$ cat src/rtl/lane_change_logger.sv
// lane_change_logger: timestamps lane change events into a show-ahead FIFO drained by valid/ready
// Ports: clk, rst (async, active-high); lanes_i lane levels; clear_i clears overflow/drop count;
//        evt_valid_o/evt_ready_i/evt_mask_o/evt_level_o/evt_time_o event port;
//        overflow_o sticky drop flag; drop_count_o saturating drops; fifo_level_o occupancy.
module lane_change_logger #(
  parameter int N_LANES    = 16,
  parameter int TS_WIDTH   = 16,
  parameter int DEPTH      = 8,
  parameter int DROP_WIDTH = 8
) (
  input  logic                       clk,
  input  logic                       rst,
  input  logic [N_LANES-1:0]         lanes_i,
  input  logic                       clear_i,
  output logic                       evt_valid_o,
  input  logic                       evt_ready_i,
  output logic [N_LANES-1:0]         evt_mask_o,
  output logic [N_LANES-1:0]         evt_level_o,
  output logic [TS_WIDTH-1:0]        evt_time_o,
  output logic                       overflow_o,
  output logic [DROP_WIDTH-1:0]      drop_count_o,
  output logic [$clog2(DEPTH):0]     fifo_level_o
);
  localparam int AW = $clog2(DEPTH);
  localparam int EW = 2 * N_LANES + TS_WIDTH;
  logic [EW-1:0]         r_mem [DEPTH];
  logic [TS_WIDTH-1:0]   r_ts;
  logic                  r_armed;
  logic [N_LANES-1:0]    r_prev;
  logic [AW-1:0]         r_wr_ptr, r_rd_ptr;
  logic [AW:0]           r_count;
  logic                  r_ovf;
  logic [DROP_WIDTH-1:0] r_drop;
  logic [N_LANES-1:0]    w_chg;
  logic                  w_push, w_pop, w_full, w_wr, w_drop;
  logic [DROP_WIDTH-1:0] w_drop_base;
  logic [EW-1:0]         w_head;
  always_comb begin
    w_chg       = r_armed ? lanes_i ^ r_prev : '0;
    w_push      = |w_chg;
    w_pop       = evt_valid_o & evt_ready_i;
    w_full      = r_count == (AW+1)'(DEPTH);
    w_wr        = w_push & (~w_full | w_pop);
    w_drop      = w_push & w_full & ~w_pop;
    w_drop_base = clear_i ? '0 : r_drop;
    w_head      = evt_valid_o ? r_mem[r_rd_ptr] : '0;
  end
  assign evt_valid_o  = r_count != '0;
  assign {evt_mask_o, evt_level_o, evt_time_o} = w_head;
  assign overflow_o   = r_ovf;
  assign drop_count_o = r_drop;
  assign fifo_level_o = r_count;
  always_ff @(posedge clk) if (w_wr) r_mem[r_wr_ptr] <= {w_chg, lanes_i, r_ts};
  always_ff @(posedge clk or posedge rst) begin
    if (rst) begin
      r_ts     <= '0;
      r_armed  <= 1'b0;
      r_prev   <= '0;
      r_wr_ptr <= '0;
      r_rd_ptr <= '0;
      r_count  <= '0;
      r_ovf    <= 1'b0;
      r_drop   <= '0;
    end else begin
      r_ts     <= r_ts + TS_WIDTH'(1);
      r_armed  <= 1'b1;
      r_prev   <= lanes_i;
      r_wr_ptr <= w_wr ? r_wr_ptr + AW'(1) : r_wr_ptr;
      r_rd_ptr <= w_pop ? r_rd_ptr + AW'(1) : r_rd_ptr;
      r_count  <= r_count + (AW+1)'(w_wr) - (AW+1)'(w_pop);
      // a drop on the same edge as clear wins over the clear
      r_ovf    <= w_drop | (r_ovf & ~clear_i);
      r_drop   <= ~w_drop ? w_drop_base : &w_drop_base ? w_drop_base : w_drop_base + DROP_WIDTH'(1);
    end
  end
endmodule
$ cat config.mk
export PLATFORM = sky130hd
export DESIGN_NAME = lane_change_logger
export DESIGN_NICKNAME = d
export VERILOG_FILES = /design/src/rtl/lane_change_logger.sv
export SDC_FILE = /design/constraint.sdc
export NUM_CORES = 1
export LEC_CHECK = 0
export CAP_MARGIN = 10
export CORE_ASPECT_RATIO = 0.5
export CORE_MARGIN = 2
export CORE_UTILIZATION = 60
export DETAILED_ROUTE_END_ITERATION = 10
export GPL_TIMING_DRIVEN = 0
export PLACE_DENSITY = 0.79
export REMOVE_ABC_BUFFERS = 1
export SLEW_MARGIN = 20
export SYNTH_ARGS = -nofsm -noshare
export SYNTH_HDL_FRONTEND = slang
export SYNTH_SLANG_ARGS = --single-unit
$ cat constraint.sdc
create_clock -name clk -period 8.35 [get_ports clk]
set_input_delay 1.2525 -clock clk [delete_from_list [all_inputs] [get_ports clk]]
set_output_delay 1.2525 -clock clk [all_outputs]
set_load 0.02 [all_outputs]
### Word level (Yosys, flattened, before mapping)

Memories as Yosys holds them, arrays and structs flattened.
Cells that the tools add are included.

| operators by class | value |
|---|---|
| add/subtract/negate cells | 6 |
| eq/ne operators | 1 |
| mux-type cells | 7 |
| bitwise operators | 11 |
| reductions and logical operators | 3 |

Operators by type and width:

| cell | count |
|---|---|
| two-way mux 48 bit | 1 |
| two-way mux 8 bit | 3 |
| adder 16 x 1 -> 16 bit, second input constant | 1 |
| two-way mux 16 bit | 1 |
| OR reduction 16 bit | 1 |
| bitwise XOR 16 bit | 1 |
| adder 8 x 1 -> 8 bit, second input constant | 1 |
| AND reduction 8 bit | 1 |
| adder 3 x 1 -> 3 bit, second input constant | 2 |
| bitwise AND 1 bit | 5 |
| adder 4 x 1 -> 4 bit | 1 |
| == test 4 bit, second input constant | 1 |
| nonzero test 4 bit | 1 |
| subtractor 4 x 1 -> 4 bit | 1 |
| NOT 1 bit | 3 |
| two-way mux 1 bit | 2 |
| bitwise OR 1 bit | 2 |

| word-level totals | value |
|---|---|
| register bits after elaboration | 52 |
| bits in writable memories | 384 |
| input port bits | 20 |
| output and inout bits | 62 |
| logic and storage cells | 37 |
| memories | 1 |

Memories:

| memory | depth | bits a word | rd ports | clocked after Yosys merged registers in | wr ports | RTL line | source |
|---|---|---|---|---|---|---|---|
| r_mem | 8 | 48 | 1 | 0 | 1 | 26 | `logic [EW-1:0] r_mem [DEPTH];` |

### Depth between registers and ports, before layout

| depth | value |
|---|---|
| depth in word-level cells | 6 |
| depth in mapped cells | 13 |
| mapped depth without buffers | 11 |

### Worst setup path after synthesis

Ideal clock, no wire load.

| path | value |
|---|---|
| path kind | input to register |
| start point | in lanes_i[3] |
| end point | mem r_mem[2][0] (netlist name), enable pin |
| data arrival time | 7.027 ns |
| required time | 7.760 ns |
| path slack | 0.733 ns |
| stages | 5 |
| cell sequence | xor2_1 nor4_1 a41oi_2 nand2_2 nor4b_1 |

| on the way | value |
|---|---|
| longest elaborated chain between the ends | 6 |

Ends and longest elaborated chain:

| what | RTL line | source |
|---|---|---|
| start: declaration | 13 | `input logic [N_LANES-1:0] lanes_i,` |
| bitwise XOR 16 bit | 39 | `w_chg = r_armed ? lanes_i ^ r_prev : '0;` |
| two-way mux 16 bit | 39 |  |
| OR reduction 16 bit | 40 | `w_push = \|w_chg;` |
| bitwise AND 1 bit | 43 | `w_wr = w_push & (~w_full \| w_pop);` |
| two-way mux 1 bit | 53 | `always_ff @(posedge clk) if (w_wr) r_mem[r_wr_ptr] <= {w_chg, lanes_i, r_ts};` |
| two-way mux 1 bit (implied by the code) | 53 |  |
| end: declaration | 26 |  |

No other way between the ends.

### Final worst setup path

| path | value |
|---|---|
| start point | in lanes_i[6] |
| end point | mem r_mem[2][36] (netlist name), enable pin |

The elaborated chain is that of the path after synthesis.

==> qor.yml <==
die_h_um: 123
antenna_found_initial: 0
cts_tree: "built"
grt_pass1_wl_mm: 50.7
mappedNetlistArea_um2: 17000
clkSlewWorstSetupHoldPaths_ns: 0.06
vdd_drop_max_mv: 0.236
row_count: 43
n_fill_cell: 1572
synth_area_per_cell_um2: 20.4
drv_cap: 0
yosysWarnings: 0
drt_iter0_markers: 873
start_util: 0.612
worst_hold_path.num_cells: 2
multi_input_area_um2: 3990
place_inst: 1324
postCtsSetupBuffers: 0
cts_root_buffer: "clkbuf_16"
ys_seq_elements: 436
power.density_nw_per_um2: 348
cp.required_ns: 8.59
first_pass_iters: 5
fin_crit_ns: 5.12
final_cells: 1392
remaining_drc_errors: 0
synthCells: 834
reg2reg_depth: 8
finalHoldViolCount: 0
clkSinkCount: 436
layout_common_cells: "384 x edfxtp_1, 96 x mux4_2, 81 x clkdlybuf4s50_1, 57 x nor2_1, 49 x dfrtp_1"
die_area_um2: 29800
reg2reg_to: "r_mem[2][36]"
yosysSeqAreaShare: 0.754
setup_tns_ns: 0
place_congestion: 0.766
cts_buffers: 37
finalMaxSlewViolations: 0
diodes: 0
routedWlPerCell_um: 23.8
arrival_ns: 5.36
num_vias: 8424
clockBufferDepth: 3
cts_resized: 0
grt_max_degree: 50
final_nets: 1012
worstHoldStart: "overflow_o"
slew-limit-headroom: 0.354
io_pins: 82
ant_nets: 0
die_w_um: 242
cp_max_fo: 16
status: "finished clean"
dp_hpwl_mm: 21.0
fmax_mhz: 195
post-route-period-util: 0.613
core-area_um2: 27800
drive_gt1_frac: 0.233
cp-end-kind: "register"
grt_setup_unrepaired: "false"
synth_cell_type_count: 43
h-tree-depth: 2
grt_pass1_vias: 8648
r2r_setup_slack_ns: 4.13
crit_type: "input pin to register"
finalSetupViolCount: 0
cts-hold-fix-buffers: 0
r2r-start: "r_armed"
holdPathEnd: "overflow_o"
tightest_slew_ns: 0.969
gr-total-overflow: 0
seq_area_um2: 12800
layout_commonest_cell: "edfxtp_1"
area_growth_pct: 17.4
clock_latency_ns: 0.53
routed_wl_mm: 33.2
startpoint_type: "input pin"
leakage_uw: 0.00692
hold_path.class: "register to register"
io_buffers: 81
routed_via_density: 6.05
skew_ns: 0.0182
track_usage: 0.231
[cells in the mapped netlist (all sizes together)]
master	n	area share
buf	20	0.0071
nor4b	2	0.0010
a21oi	5	0.0015
xnor2	17	0.0087
nand3	12	0.0035
mux4	96	0.13
a41oi	2	0.0015
o21ai	1	0.00029
nor2	58	0.013
clkbuf	19	0.0042
nand2b	2	0.00073
conb	1	0.00022
and2	19	0.0071
ha	10	0.0074
dfrtp	52	0.076
and3b	1	0.00051
xor2	21	0.011
inv	14	0.0031
a31o	1	0.00051
and4	2	0.0010
nor3	3	0.00088
fa	1	0.0012
nor2b	7	0.0026
mux2	4	0.0029
nor3b	2	0.00088
nand4	5	0.0018
mux2i	48	0.028
nand2	12	0.0028
and3	5	0.0019
nor4	5	0.0026
a31oi	1	0.00037
a21o	1	0.00044
a311o	1	0.00059
edfxtp	384	0.68
[power by group]
group / leakage (uW) / total, uW / internal [uW] / switching (uW)
Sequential: 0.00412 / 2900 / 2710 / 198
Clock: 0.000571 / 1670 / 927 / 740
Combinational: 0.00223 / 2390 / 1190 / 1200
Total: 0.00692 / 6960 / 4830 / 2140
[area by class of cell]
class,count,share of cell area
inverter,14,0.00275
multi-input combinational,345,0.200
clock inverter,13,0.00432
tap,382,0.0239
sequential,436,0.643
timing repair buffer,147,0.0727
clock buffer,55,0.0538
[kinds of logic after synthesis]
logic type | count (synthesis) | share of synthesized area
DFF | 436 | 0.754
muxes | 148 | 0.158
and+or+nand+nor | 135 | 0.0401
buffers and inverters | 53 | 0.0144
xor gates and xnor gates | 38 | 0.0196
AOI/OAI and AO/OA | 12 | 0.00515
adders and majority gates | 11 | 0.00853
other | 1 | 0.000220
[metrics by stage]
step / setup slack (ns) / cell area, um^2 / power, uW / utilization / hold WS [ns]
after CTS: 3.28 / 20000 / 7040 / 0.719 / 0.538
after global placement: -5.49 / 18100 / 5400 / 0.651 / 0.524
after detailed placement: 2.74 / 18800 / 5360 / 0.677 / 0.516
after global routing: 3.02 / 20000 / 7260 / 0.719 / 0.555
after floorplan: 0.535 / 16800 / 4450 / - / 0.525
final: 3.23 / 20000 / 6960 / 0.719 / 0.533
[how the worst max path moves through the flow]
stage                     from            to  depth (start not counted)
floorplan           lanes_i[3]   r_mem[2][0]                          5
global placement    lanes_i[6]  r_mem[1][17]                          6
detailed placement  lanes_i[6]  r_mem[2][36]                         10
CTS                 lanes_i[1]  r_mem[2][36]                         10
global route        lanes_i[1]  r_mem[2][36]                         10
finish              lanes_i[6]  r_mem[2][36]                         10
[flip-flops by register name (all words and copies together) (netlist names)]
register      cells
r_armed           1
fifo_level_o      4
drop_count_o      8
r_rd_ptr          3
r_wr_ptr          3
r_ts             16
overflow_o        1
r_mem           384
r_prev           16
[worst max-delay path, cell delays in order]
cell and delay, ns:
clkdlybuf4s50_1 0.66, xor2_1 0.31, nor4_1 0.13, a41oi_2 0.82, nand2_2 0.32, nor4b_2 0.80
buf_2 0.35, buf_2 0.27, buf_2 0.23, buf_4 0.19
[per-layer routing]
layer / vias up / track usage / wire length, um
met5: - / 0 / 0
met2: 297 / 0.363 / 15800
li1: 3619 / - / -
met1: 4460 / 0.345 / 14800
met4: 0 / 0.0633 / 556
met3: 48 / 0.0389 / 2000
No activity file was read; power rests on OpenSTA's default activity.
==> RTL change (same settings) <==
The parameter `DEPTH` goes from 8 to 4.
--- a/src/rtl/lane_change_logger.sv
+++ b/src/rtl/lane_change_logger.sv
@@ -6,5 +6,5 @@
   parameter int N_LANES    = 16,
   parameter int TS_WIDTH   = 16,
-  parameter int DEPTH      = 8,
+  parameter int DEPTH      = 4,
   parameter int DROP_WIDTH = 8
 ) (
Ports: changed (resized fifo_level_o); port bits go from 82 to 81. No check against the original RTL was run, so the function may have changed too.
==> RTL change against the unedited design <==
Wire length fell by 47%; setup slack improved by 730 ps; area after synthesis fell by 44%; cell area fell by 43%; clock power fell by 45%; first-iteration DRC count fell by 62%; sequential cell count fell by 195; power fell by 44%; critical endpoint is now fifo_level_o[2].
==> RTL change: results (changes against the unedited design) <==
routed-wl-met3_um: 898  # -55%
synth_edf_count: 192  # -50%
clock_skew_ps: 15.6  # -2.63 ps
fin_hold_ws_ps: 531  # -1.86 ps
r2r-end: "fifo_level_o[2]"
wl_per_cell_um: 21.3  # -10%
met2WireLength_um: 8670  # -45%
die_w_um: 183  # -25%
async_flop_share_pct: 20.3  # +8.4 points
place_hpwl_um: 10300  # -51%
cts_max_level: 1  # -1
grt_pass1_vias: 5109  # -41%
grtUsageTotal_pct: 21.4  # -1.7 points
rrSetupSlack_ps: 4900  # +770 ps
clock_latency_ps: 500  # -30 ps
vdd_drop_max_mv: 0.261  # +11%
worstMarginPinSlew_ps: 883  # -86.1 ps
grt_util_met3_pct: 4.01  # +0.13 points
drtIter0Drc: 333  # -62%
final_util_pct: 73.4  # +1.5 points
via_per_inst: 5.85  # -3.4%
final.min_clock_period_ps: 4390  # -733 ps
io_buffers: 80  # -1.2%
wl_met1_um: 7640  # -48%
drive_above_1_share_pct: 16.4  # -6.9 points
leakage_nw: 4.08  # -41%
clock_buffers: 29  # -47%
clock_area_share_pct: 5.55  # -0.26 points
bufAreaShareNonClock_pct: 8.58  # +1.3 points
grt_use_met2_pct: 35.2  # -1.0 points
multi_input_area_um2: 2480  # -38%
synth.distinct_cells: 40  # -7.0%
synth-seq-cells: 241  # -45%
multi_input_gates: 237  # -31%
rr_startpoint: "r_prev[8]"
postSynthCellCount: 513  # -38%
gp_congestion: 0.795  # +3.8%
n_all_buffers: 87  # -41%
placed_area_um2: 10800  # -43%
status: "complete, no violations"
synth.area.top_cells: "edfxtp_1 60%, dfrtp_1 13%, mux4_2 11%"
ff_latch_area_um2: 7000  # -46%
place_inst: 783  # -41%
crit_arrival_ps: 4760  # -600 ps
place_ws_ps: 3310  # +569 ps
vias: 4793  # -43%
[RTL change: changes by cell type after synthesis, sizes merged, moves of 4 or more]
cell and change:
clkbuf -9, edfxtp -192, buf -9, mux2i -45
nor2 -50, mux4 -48, a21oi -4, and2 +48
[RTL change: logic make-up after synthesis]
kind of cell             after synthesis  share of synthesized area [%]
flip-flops                           241                           72.9
AND/OR/NAND/NOR                      131                           8.67
multiplexers                          52                           11.7
XOR/XNOR                              37                           3.38
buffers and inverters                 35                           1.55
adder cells (fa/ha/maj)                9                           1.25
AO/OA/AOI/OAI                          7                          0.522
other                                  1                         0.0391
[RTL change: power by group]
group	internal [mW]	total, mW	switching (mW)
clock	0.506	0.917	0.410
sequential	1.51	1.62	0.102
combinational	0.708	1.38	0.676
total	2.73	3.92	1.19
[RTL change: worst max-delay path, stage by stage]
cell and delay (ps):
clkdlybuf4s50_1 530, xor2_1 200, nor4_1 780, a41oi_2 560
and2_1 380, inv_1 70, ha_1 120, inv_1 40
ha_1 180, fa_1 370, xor2_1 160, xnor2_1 120
